==> src/rtl/soh_ctrl_stage_pkg.sv <==
// Shared definitions for the SOH control stage: opcodes, selector codes, field widths, state encoding.
package soh_ctrl_stage_pkg;

    localparam int INST_W = 32;
    localparam int IMM_W  = 21;
    localparam int OP_W   = 6;

    localparam logic [OP_W-1:0] OP_ALU   = 6'h02;
    localparam logic [OP_W-1:0] OP_SUBI  = 6'h25;
    localparam logic [OP_W-1:0] OP_ADDI  = 6'h2D;
    localparam logic [OP_W-1:0] OP_LDO   = 6'h0D;
    localparam logic [OP_W-1:0] OP_LDW   = 6'h12;
    localparam logic [OP_W-1:0] OP_STW   = 6'h1A;
    localparam logic [OP_W-1:0] OP_LDIL  = 6'h08;
    localparam logic [OP_W-1:0] OP_ADDIL = 6'h0A;
    localparam logic [OP_W-1:0] OP_EXTRW = 6'h34;
    localparam logic [OP_W-1:0] OP_DEPW  = 6'h35;

    typedef enum logic [2:0] {
        SEL_RB   = 3'b000,
        SEL_IMM  = 3'b001,
        SEL_MEM  = 3'b010,
        SEL_LONG = 3'b011,
        SEL_EXTL = 3'b100,
        SEL_EXTA = 3'b101,
        SEL_DEP  = 3'b110,
        SEL_DEF  = 3'b111
    } soh_sel_e;

    typedef enum logic [1:0] {
        ST_EMPTY = 2'd0,
        ST_ONE   = 2'd1,
        ST_FULL  = 2'd2
    } stage_state_e;

    function automatic logic [OP_W-1:0] opcode_of(input logic [INST_W-1:0] inst);
        return inst[31:26];
    endfunction

endpackage

==> src/rtl/soh_ctrl_stage_if.sv <==
// Decode-side and EX-side handshake bundle of the SOH control stage.
interface soh_ctrl_stage_if
    import soh_ctrl_stage_pkg::*;
#(
    parameter int DW = 32
);
    logic              in_valid;
    logic              in_ready;
    logic [INST_W-1:0] inst;
    logic [DW-1:0]     rb;
    logic              out_valid;
    logic              out_ready;
    logic [2:0]        soh_s;
    logic [IMM_W-1:0]  soh_i;
    logic [DW-1:0]     soh_rb;
    logic              illegal;

    modport master (
        output in_valid, inst, rb, out_ready,
        input  in_ready, out_valid, soh_s, soh_i, soh_rb, illegal
    );

    modport slave (
        input  in_valid, inst, rb, out_ready,
        output in_ready, out_valid, soh_s, soh_i, soh_rb, illegal
    );
endinterface

==> src/rtl/soh_ctrl_decode.sv <==
// Combinational opcode decode into the SOH selector and an illegal-opcode flag.
module soh_ctrl_decode
    import soh_ctrl_stage_pkg::*;
(
    input  logic [OP_W-1:0] opcode,
    input  logic            ext_arith,
    output soh_sel_e        sel,
    output logic            illegal
);

    always_comb begin
        sel     = SEL_DEF;
        illegal = 1'b0;
        case (opcode)
            OP_ALU:                  sel = SEL_RB;
            OP_SUBI, OP_ADDI:        sel = SEL_IMM;
            OP_LDO, OP_LDW, OP_STW:  sel = SEL_MEM;
            OP_LDIL, OP_ADDIL:       sel = SEL_LONG;
            OP_EXTRW:                sel = ext_arith ? SEL_EXTA : SEL_EXTL;
            OP_DEPW:                 sel = SEL_DEP;
            default:                 illegal = 1'b1;
        endcase
    end

endmodule

==> src/rtl/soh_ctrl_stage.sv <==
// ID->EX stage feeding the SOH: main register M plus skid register K, registered handshakes.
// Define SOH_CTRL_ILLEGAL_TRAP_EN to hold illegal entries in M (sticky illegal, never issued) until flush/reset.
module soh_ctrl_stage
    import soh_ctrl_stage_pkg::*;
#(
    parameter int DW = 32
)
(
    input  logic            clk,
    input  logic            reset,
    input  logic            flush,
    soh_ctrl_stage_if.slave bus
);

`ifdef SOH_CTRL_ILLEGAL_TRAP_EN
    localparam logic TRAP_EN = 1'b1;
`else
    localparam logic TRAP_EN = 1'b0;
`endif

    stage_state_e     state;
    logic             in_ready_q;
    logic             out_valid_q;

    soh_sel_e         m_sel;
    logic [IMM_W-1:0] m_imm;
    logic [DW-1:0]    m_rb;
    logic             m_illegal;

    soh_sel_e         k_sel;
    logic [IMM_W-1:0] k_imm;
    logic [DW-1:0]    k_rb;
    logic             k_illegal;

    soh_sel_e         dec_sel;
    logic             dec_illegal;
    logic             accept;
    logic             consume;
    logic             unused_inst_bits;

    soh_ctrl_decode u_decode (
        .opcode    (opcode_of(bus.inst)),
        .ext_arith (bus.inst[12]),
        .sel       (dec_sel),
        .illegal   (dec_illegal)
    );

    assign accept           = bus.in_valid & in_ready_q;
    assign consume          = out_valid_q & bus.out_ready;
    assign unused_inst_bits = ^bus.inst[25:21];

    // A trapped illegal entry sits in M with out_valid low, so it can never be consumed.
    always_ff @(posedge clk) begin
        if (reset || flush) begin
            state       <= ST_EMPTY;
            in_ready_q  <= 1'b1;
            out_valid_q <= 1'b0;
            m_sel       <= SEL_DEF;
            m_imm       <= '0;
            m_rb        <= '0;
            m_illegal   <= 1'b0;
            k_sel       <= SEL_DEF;
            k_imm       <= '0;
            k_rb        <= '0;
            k_illegal   <= 1'b0;
        end else begin
            case (state)
                ST_EMPTY: begin
                    if (accept) begin
                        state       <= ST_ONE;
                        out_valid_q <= ~(TRAP_EN & dec_illegal);
                        m_sel       <= dec_sel;
                        m_imm       <= bus.inst[IMM_W-1:0];
                        m_rb        <= bus.rb;
                        m_illegal   <= dec_illegal;
                    end
                end
                ST_ONE: begin
                    if (accept && consume) begin
                        out_valid_q <= ~(TRAP_EN & dec_illegal);
                        m_sel       <= dec_sel;
                        m_imm       <= bus.inst[IMM_W-1:0];
                        m_rb        <= bus.rb;
                        m_illegal   <= dec_illegal;
                    end else if (accept) begin
                        state      <= ST_FULL;
                        in_ready_q <= 1'b0;
                        k_sel      <= dec_sel;
                        k_imm      <= bus.inst[IMM_W-1:0];
                        k_rb       <= bus.rb;
                        k_illegal  <= dec_illegal;
                    end else if (consume) begin
                        state       <= ST_EMPTY;
                        out_valid_q <= 1'b0;
                        m_sel       <= SEL_DEF;
                        m_imm       <= '0;
                        m_rb        <= '0;
                        m_illegal   <= 1'b0;
                    end
                end
                ST_FULL: begin
                    if (consume) begin
                        state       <= ST_ONE;
                        in_ready_q  <= 1'b1;
                        out_valid_q <= ~(TRAP_EN & k_illegal);
                        m_sel       <= k_sel;
                        m_imm       <= k_imm;
                        m_rb        <= k_rb;
                        m_illegal   <= k_illegal;
                    end
                end
                default: begin
                    state       <= ST_EMPTY;
                    in_ready_q  <= 1'b1;
                    out_valid_q <= 1'b0;
                end
            endcase
        end
    end

    assign bus.in_ready  = in_ready_q;
    assign bus.out_valid = out_valid_q;
    assign bus.soh_s     = m_sel;
    assign bus.soh_i     = m_imm;
    assign bus.soh_rb    = m_rb;
    assign bus.illegal   = m_illegal;

endmodule

==> src/flat_wrapper.sv <==
// flat-port wrapper written by rule: the top's interface ports become plain ports
module soh_ctrl_stage_flat import soh_ctrl_stage_pkg::*;
#(
    parameter int DW = 32
)
  (clk, reset, flush, bus_in_valid, bus_inst, bus_rb, bus_out_ready, bus_in_ready, bus_out_valid, bus_soh_s, bus_soh_i, bus_soh_rb, bus_illegal);
  soh_ctrl_stage_if #(.DW(DW)) bus_i ();
  input  logic clk;
  input  logic reset;
  input  logic flush;
  input wire logic [$bits(bus_i.in_valid)-1:0] bus_in_valid;
  input wire logic [$bits(bus_i.inst)-1:0] bus_inst;
  input wire logic [$bits(bus_i.rb)-1:0] bus_rb;
  input wire logic [$bits(bus_i.out_ready)-1:0] bus_out_ready;
  output wire logic [$bits(bus_i.in_ready)-1:0] bus_in_ready;
  output wire logic [$bits(bus_i.out_valid)-1:0] bus_out_valid;
  output wire logic [$bits(bus_i.soh_s)-1:0] bus_soh_s;
  output wire logic [$bits(bus_i.soh_i)-1:0] bus_soh_i;
  output wire logic [$bits(bus_i.soh_rb)-1:0] bus_soh_rb;
  output wire logic [$bits(bus_i.illegal)-1:0] bus_illegal;
  assign bus_i.in_valid = bus_in_valid;
  assign bus_i.inst = bus_inst;
  assign bus_i.rb = bus_rb;
  assign bus_i.out_ready = bus_out_ready;
  assign bus_in_ready = bus_i.in_ready;
  assign bus_out_valid = bus_i.out_valid;
  assign bus_soh_s = bus_i.soh_s;
  assign bus_soh_i = bus_i.soh_i;
  assign bus_soh_rb = bus_i.soh_rb;
  assign bus_illegal = bus_i.illegal;
  soh_ctrl_stage #(.DW(DW)) u_core (.clk(clk), .reset(reset), .flush(flush), .bus(bus_i));
endmodule
==> config.mk <==
export PLATFORM = sky130hd
export DESIGN_NAME = soh_ctrl_stage_flat
export DESIGN_NICKNAME = d
export VERILOG_FILES = /design/src/rtl/soh_ctrl_stage_pkg.sv /design/src/rtl/soh_ctrl_stage_if.sv /design/src/rtl/soh_ctrl_decode.sv /design/src/rtl/soh_ctrl_stage.sv /design/src/flat_wrapper.sv
export SDC_FILE = /design/constraint.sdc
export NUM_CORES = 1
export LEC_CHECK = 0
export CORE_MARGIN = 1.5
export CORE_UTILIZATION = 45
export CTS_CLUSTER_DIAMETER = 50
export DETAILED_ROUTE_END_ITERATION = 16
export HOLD_SLACK_MARGIN = 0.02
export PLACE_DENSITY = 0.75
export SYNTH_ARGS = -nofsm -noshare
export SYNTH_HDL_FRONTEND = slang
export SYNTH_SLANG_ARGS = --single-unit
==> constraint.sdc <==
create_clock -name clk -period 3.3 [get_ports clk]
set_clock_uncertainty 0.2 [all_clocks]
set_input_delay 0.33 -clock clk [delete_from_list [all_inputs] [get_ports clk]]
set_output_delay 0.33 -clock clk [all_outputs]
set_load 0.01 [all_outputs]
==> qor.csv <==
stage,metric,value,unit
run_status,run_status,"finished, final reports clean",
finish,area_delta_synth_final,39.70,%
finish,layout_commonest_cell,clkdlybuf4s50_1,
cts,cts_root_buffer,clkbuf_8,
global_routing,grt_antenna_before_repair,0,
worst_setup_path,worst_setup_path_endpoint,u_core.bus.soh_rb[30],
power_and_ir_drop,pwr-share-clk,0.488,
global_routing,grt_overflow,0,
worst_setup_path,r2r_start,u_core.state[0],
finish,drive_gt1_frac,0.1111,
timing,clock.fmax,381.8,MHz
floorplan,die_area,11440,µm²
timing,setup_viol,0,
yosys,avgSynthCellArea,8.577,µm²
cts,h-tree-depth,4,
cts,ctsHoldBuffers,0,
floorplan,core.rowCount,37,
timing,min_period,2.619,ns
routing,route.detailed.wl_per_inst,16.34,µm
finish,fillers,848,
worst_setup_path,crit_start,u_core.state[0],
place,dp_hpwl,8185,µm
yosys,synth_top_family_by_area,compound AO/OA/AOI/OAI gates,
power_and_ir_drop,p_sw,965.8,µW
yosys,ys_types,42,
routing,drt_drc_violations_left,0,
floorplan,start_util,0.4669,
worst_setup_path,critical_path_class,reg -> reg,
floorplan,die_x,107.0,µm
routing,via_per_inst,5.683,
global_routing,grt_first_pass_wirelength,21650,µm
routing,vias,4660,
yosys,yosys_warnings,0,
cts,cts.path.max_buffers,2,
cts,numCtsBuffers,17,
power_and_ir_drop,ir_drop,0.3698,mV
worst_setup_path,worstPathRequired,3.54,ns
timing,rsz0062_at_grt,false,
yosys,synth_mux_area_frac,0.002315,
worst_setup_path,cp-end-kind,flop,
routing,ant_nets,0,
power_and_ir_drop,intPower,2.955,mW
finish,diodes,0,
yosys,synth-simple-area-share,0.1757,
finish,final_cell_mix,"122 x clkdlybuf4s50_1, 118 x nand2_1, 118 x dfxtp_1, 62 x a21oi_1, 62 x nor2_1",
power_and_ir_drop,power_frac_seq,0.384,
yosys,synth_compound_area_frac,0.2755,
routing,wirelength,13400,µm
worst_setup_path,r2r_cells,6,
global_routing,grt_usage,0.2364,
cts,clk_latency,0.50,ns
power_and_ir_drop,pwr-share-comb,0.128,
timing,finalSetupTns,0,ns
place,port_buffers,122,
yosys,syn-cell-area,4863,µm²
worst_setup_path,rr_endpoint,u_core.bus.soh_rb[30],
worst_setup_path,r2r_slack,0.68,ns
cts,postCtsSetupBuffers,0,
floorplan,pin_count,128,
finish,nNetsFinal,744,
worst_setup_path,crit_fanout,43,
power_and_ir_drop,leakagePower,2.362,nW
power_and_ir_drop,switching_share,0.2463,
global_routing,grt_pass1_vias,4557,
worst_hold_path,hp-class,in -> reg,
routing,drt_iter0_drc,258,
floorplan,die_height,107.0,µm
yosys,synthAdderAreaFrac,0.01029,
timing,final_hold_viol_count,0,
timing,worstMarginPinSlew,1.056,ns
cts,cts_tree,done,
worst_setup_path,worstPathArrival,2.86,ns
finish,final_util,0.6523,
timing,slew_violations,0,
run,drv_cap,0,
yosys,syn_nets,640,
routing,drt_pre_antenna_iters,5,
yosys,seq_area_frac_synth,0.4857,
floorplan,core-area,10420,µm²
place,gp_congestion,0.7955,
timing,relSlewSlack,0.2957,
yosys,syn_inst,567,
yosys,synth-xor-area-share,0,
cts,cts.reportedPaths.clkPinSlew,0.06,ns
cts,post_cts_resized,0,
yosys,synth-seq-cells,118,
worst_setup_path,crit_path_start_kind,flop,
global_routing,grt_max_degree,57,
timing,period_share,0.7936,
power_and_ir_drop,p_per_area,577.1,nW/µm²
worst_hold_path,hold_depth,3,
cts,cts_sinks,118,
==> cells in the mapped netlist <==
library cell  instances  area share
buf_4                 4      0.0062
a221o_1               2      0.0041
o21ai_4               1      0.0033
o21ai_1               2      0.0021
buf_1                 1     0.00077
or3_1                 2      0.0026
nand4b_1              1      0.0018
or2_2                 1      0.0013
nor3b_1               1      0.0015
a21oi_1              62       0.064
nor2_1               64       0.049
nand3b_1              1      0.0015
o31ai_1               1      0.0015
nand2_2               1      0.0013
a21boi_0              1      0.0015
dfxtp_1             118        0.49
nand3_1               2      0.0021
nor3_1                1      0.0010
or2_1                 1      0.0013
a221oi_1             34       0.061
inv_1                 3      0.0023
buf_6                 3      0.0069
a221oi_2             21       0.065
and2_1                1      0.0013
nand2b_1              3      0.0039
nor4b_1               2      0.0036
or4b_4                2      0.0057
clkbuf_1             27       0.021
a2111oi_4             1      0.0057
o211ai_1              1      0.0015
a22oi_1               1      0.0015
a22o_1                1      0.0018
o32ai_1               1      0.0018
o32a_1                1      0.0021
nor4_1                2      0.0026
nand2_1             118       0.091
o21ai_0              57       0.059
buf_2                13       0.013
nand4_1               2      0.0026
mux2_2                1      0.0023
ha_1                  4       0.010
nor2_2                1      0.0013
==> worst min path at each step <==
stage,endpoint,from
3_3_place_gp,u_core.k_imm[20],u_core.k_imm[20]
4_1_cts,u_core.k_imm[20],bus_inst[20]
2_1_floorplan,u_core.k_illegal,u_core.k_illegal
3_5_place_dp,u_core.k_rb[26],u_core.k_rb[26]
5_1_grt,u_core.k_imm[13],bus_inst[13]
6_report,u_core.k_imm[16],bus_inst[16]
==> power by group through the flow <==
| stage | Clock (mW) | Sequential [mW] | Combinational (mW) |
|---|---|---|---|
| finish | 1.91 | 1.50 | 0.504 |
| detailed placement | 0 | 1.53 | 0.502 |
| CTS | 1.94 | 1.50 | 0.505 |
| floorplan | 0 | 1.55 | 0.236 |
| global route | 2.01 | 1.51 | 0.545 |
| global placement | 0 | 1.53 | 0.493 |
==> through the flow <==
| step | power [mW] | cells | cell area [µm²] | hold slack, ns | setup slack (ns) |
|---|---|---|---|---|---|
| 5_1_grt | 4.060 | 820 | 6794 | 0.2112 | 0.5243 |
| 4_1_cts | 3.948 | 820 | 6794 | 0.1908 | 0.6849 |
| 2_1_floorplan | 1.787 | 567 | 4863 | 0.2361 | 1.249 |
| 6_report | 3.921 | 820 | 6794 | 0.2117 | 0.6811 |
| 3_5_place_dp | 2.035 | 788 | 6176 | 0.2479 | 0.6256 |
| 3_3_place_gp | 2.025 | 788 | 6176 | 0.2419 | 0.6945 |
==> routing by layer <==
metal	part of all wire	GRT usage
met5	0	0
met4	0.014	0.07619
met3	0.068	0.06079
met2	0.48	0.4066
met1	0.44	0.2880
==> flip-flops by register name, indices dropped and copies added (netlist names) <==
register              flops
u_core.bus.illegal        1
u_core.bus.in_ready       1
u_core.bus.out_valid      1
u_core.bus.soh_i         21
u_core.bus.soh_rb        32
u_core.bus.soh_s          3
u_core.k_illegal          1
u_core.k_imm             21
u_core.k_rb              32
u_core.k_sel              3
u_core.state              2
==> kinds of logic (layout without fill, tap and decap cells) <==
logic type	count (synthesis)	count (layout)
muxes	1	1
and+or+nand+nor	206	206
buffers and inverters	51	168
DFF	118	118
AOI/OAI and AO/OA	187	187
adders and majority gates	4	4
==> cell type report <==
class / instances / area [µm²] / share of cell area
clock buffers: 18 / 417.9 / 0.06151
clock inverters: 14 / 200.2 / 0.02947
inverters: 3 / 11.26 / 0.001657
multi-input cells: 398 / 2278 / 0.3354
flip-flops and latches: 118 / 2362 / 0.3477
well taps: 136 / 170.2 / 0.02505
repair buffers: 133 / 1354 / 0.1993
==> worst max-delay path, cell delays in order, from the launching register on <==
cell and delay, ns:
dfxtp_1 0.39, inv_1 0.08, ha_1 0.36, and2_2 0.83
buf_4 0.41, a221oi_1 0.13, nor2_1 0.12
Note: power is estimated with default switching activity, not from simulation.
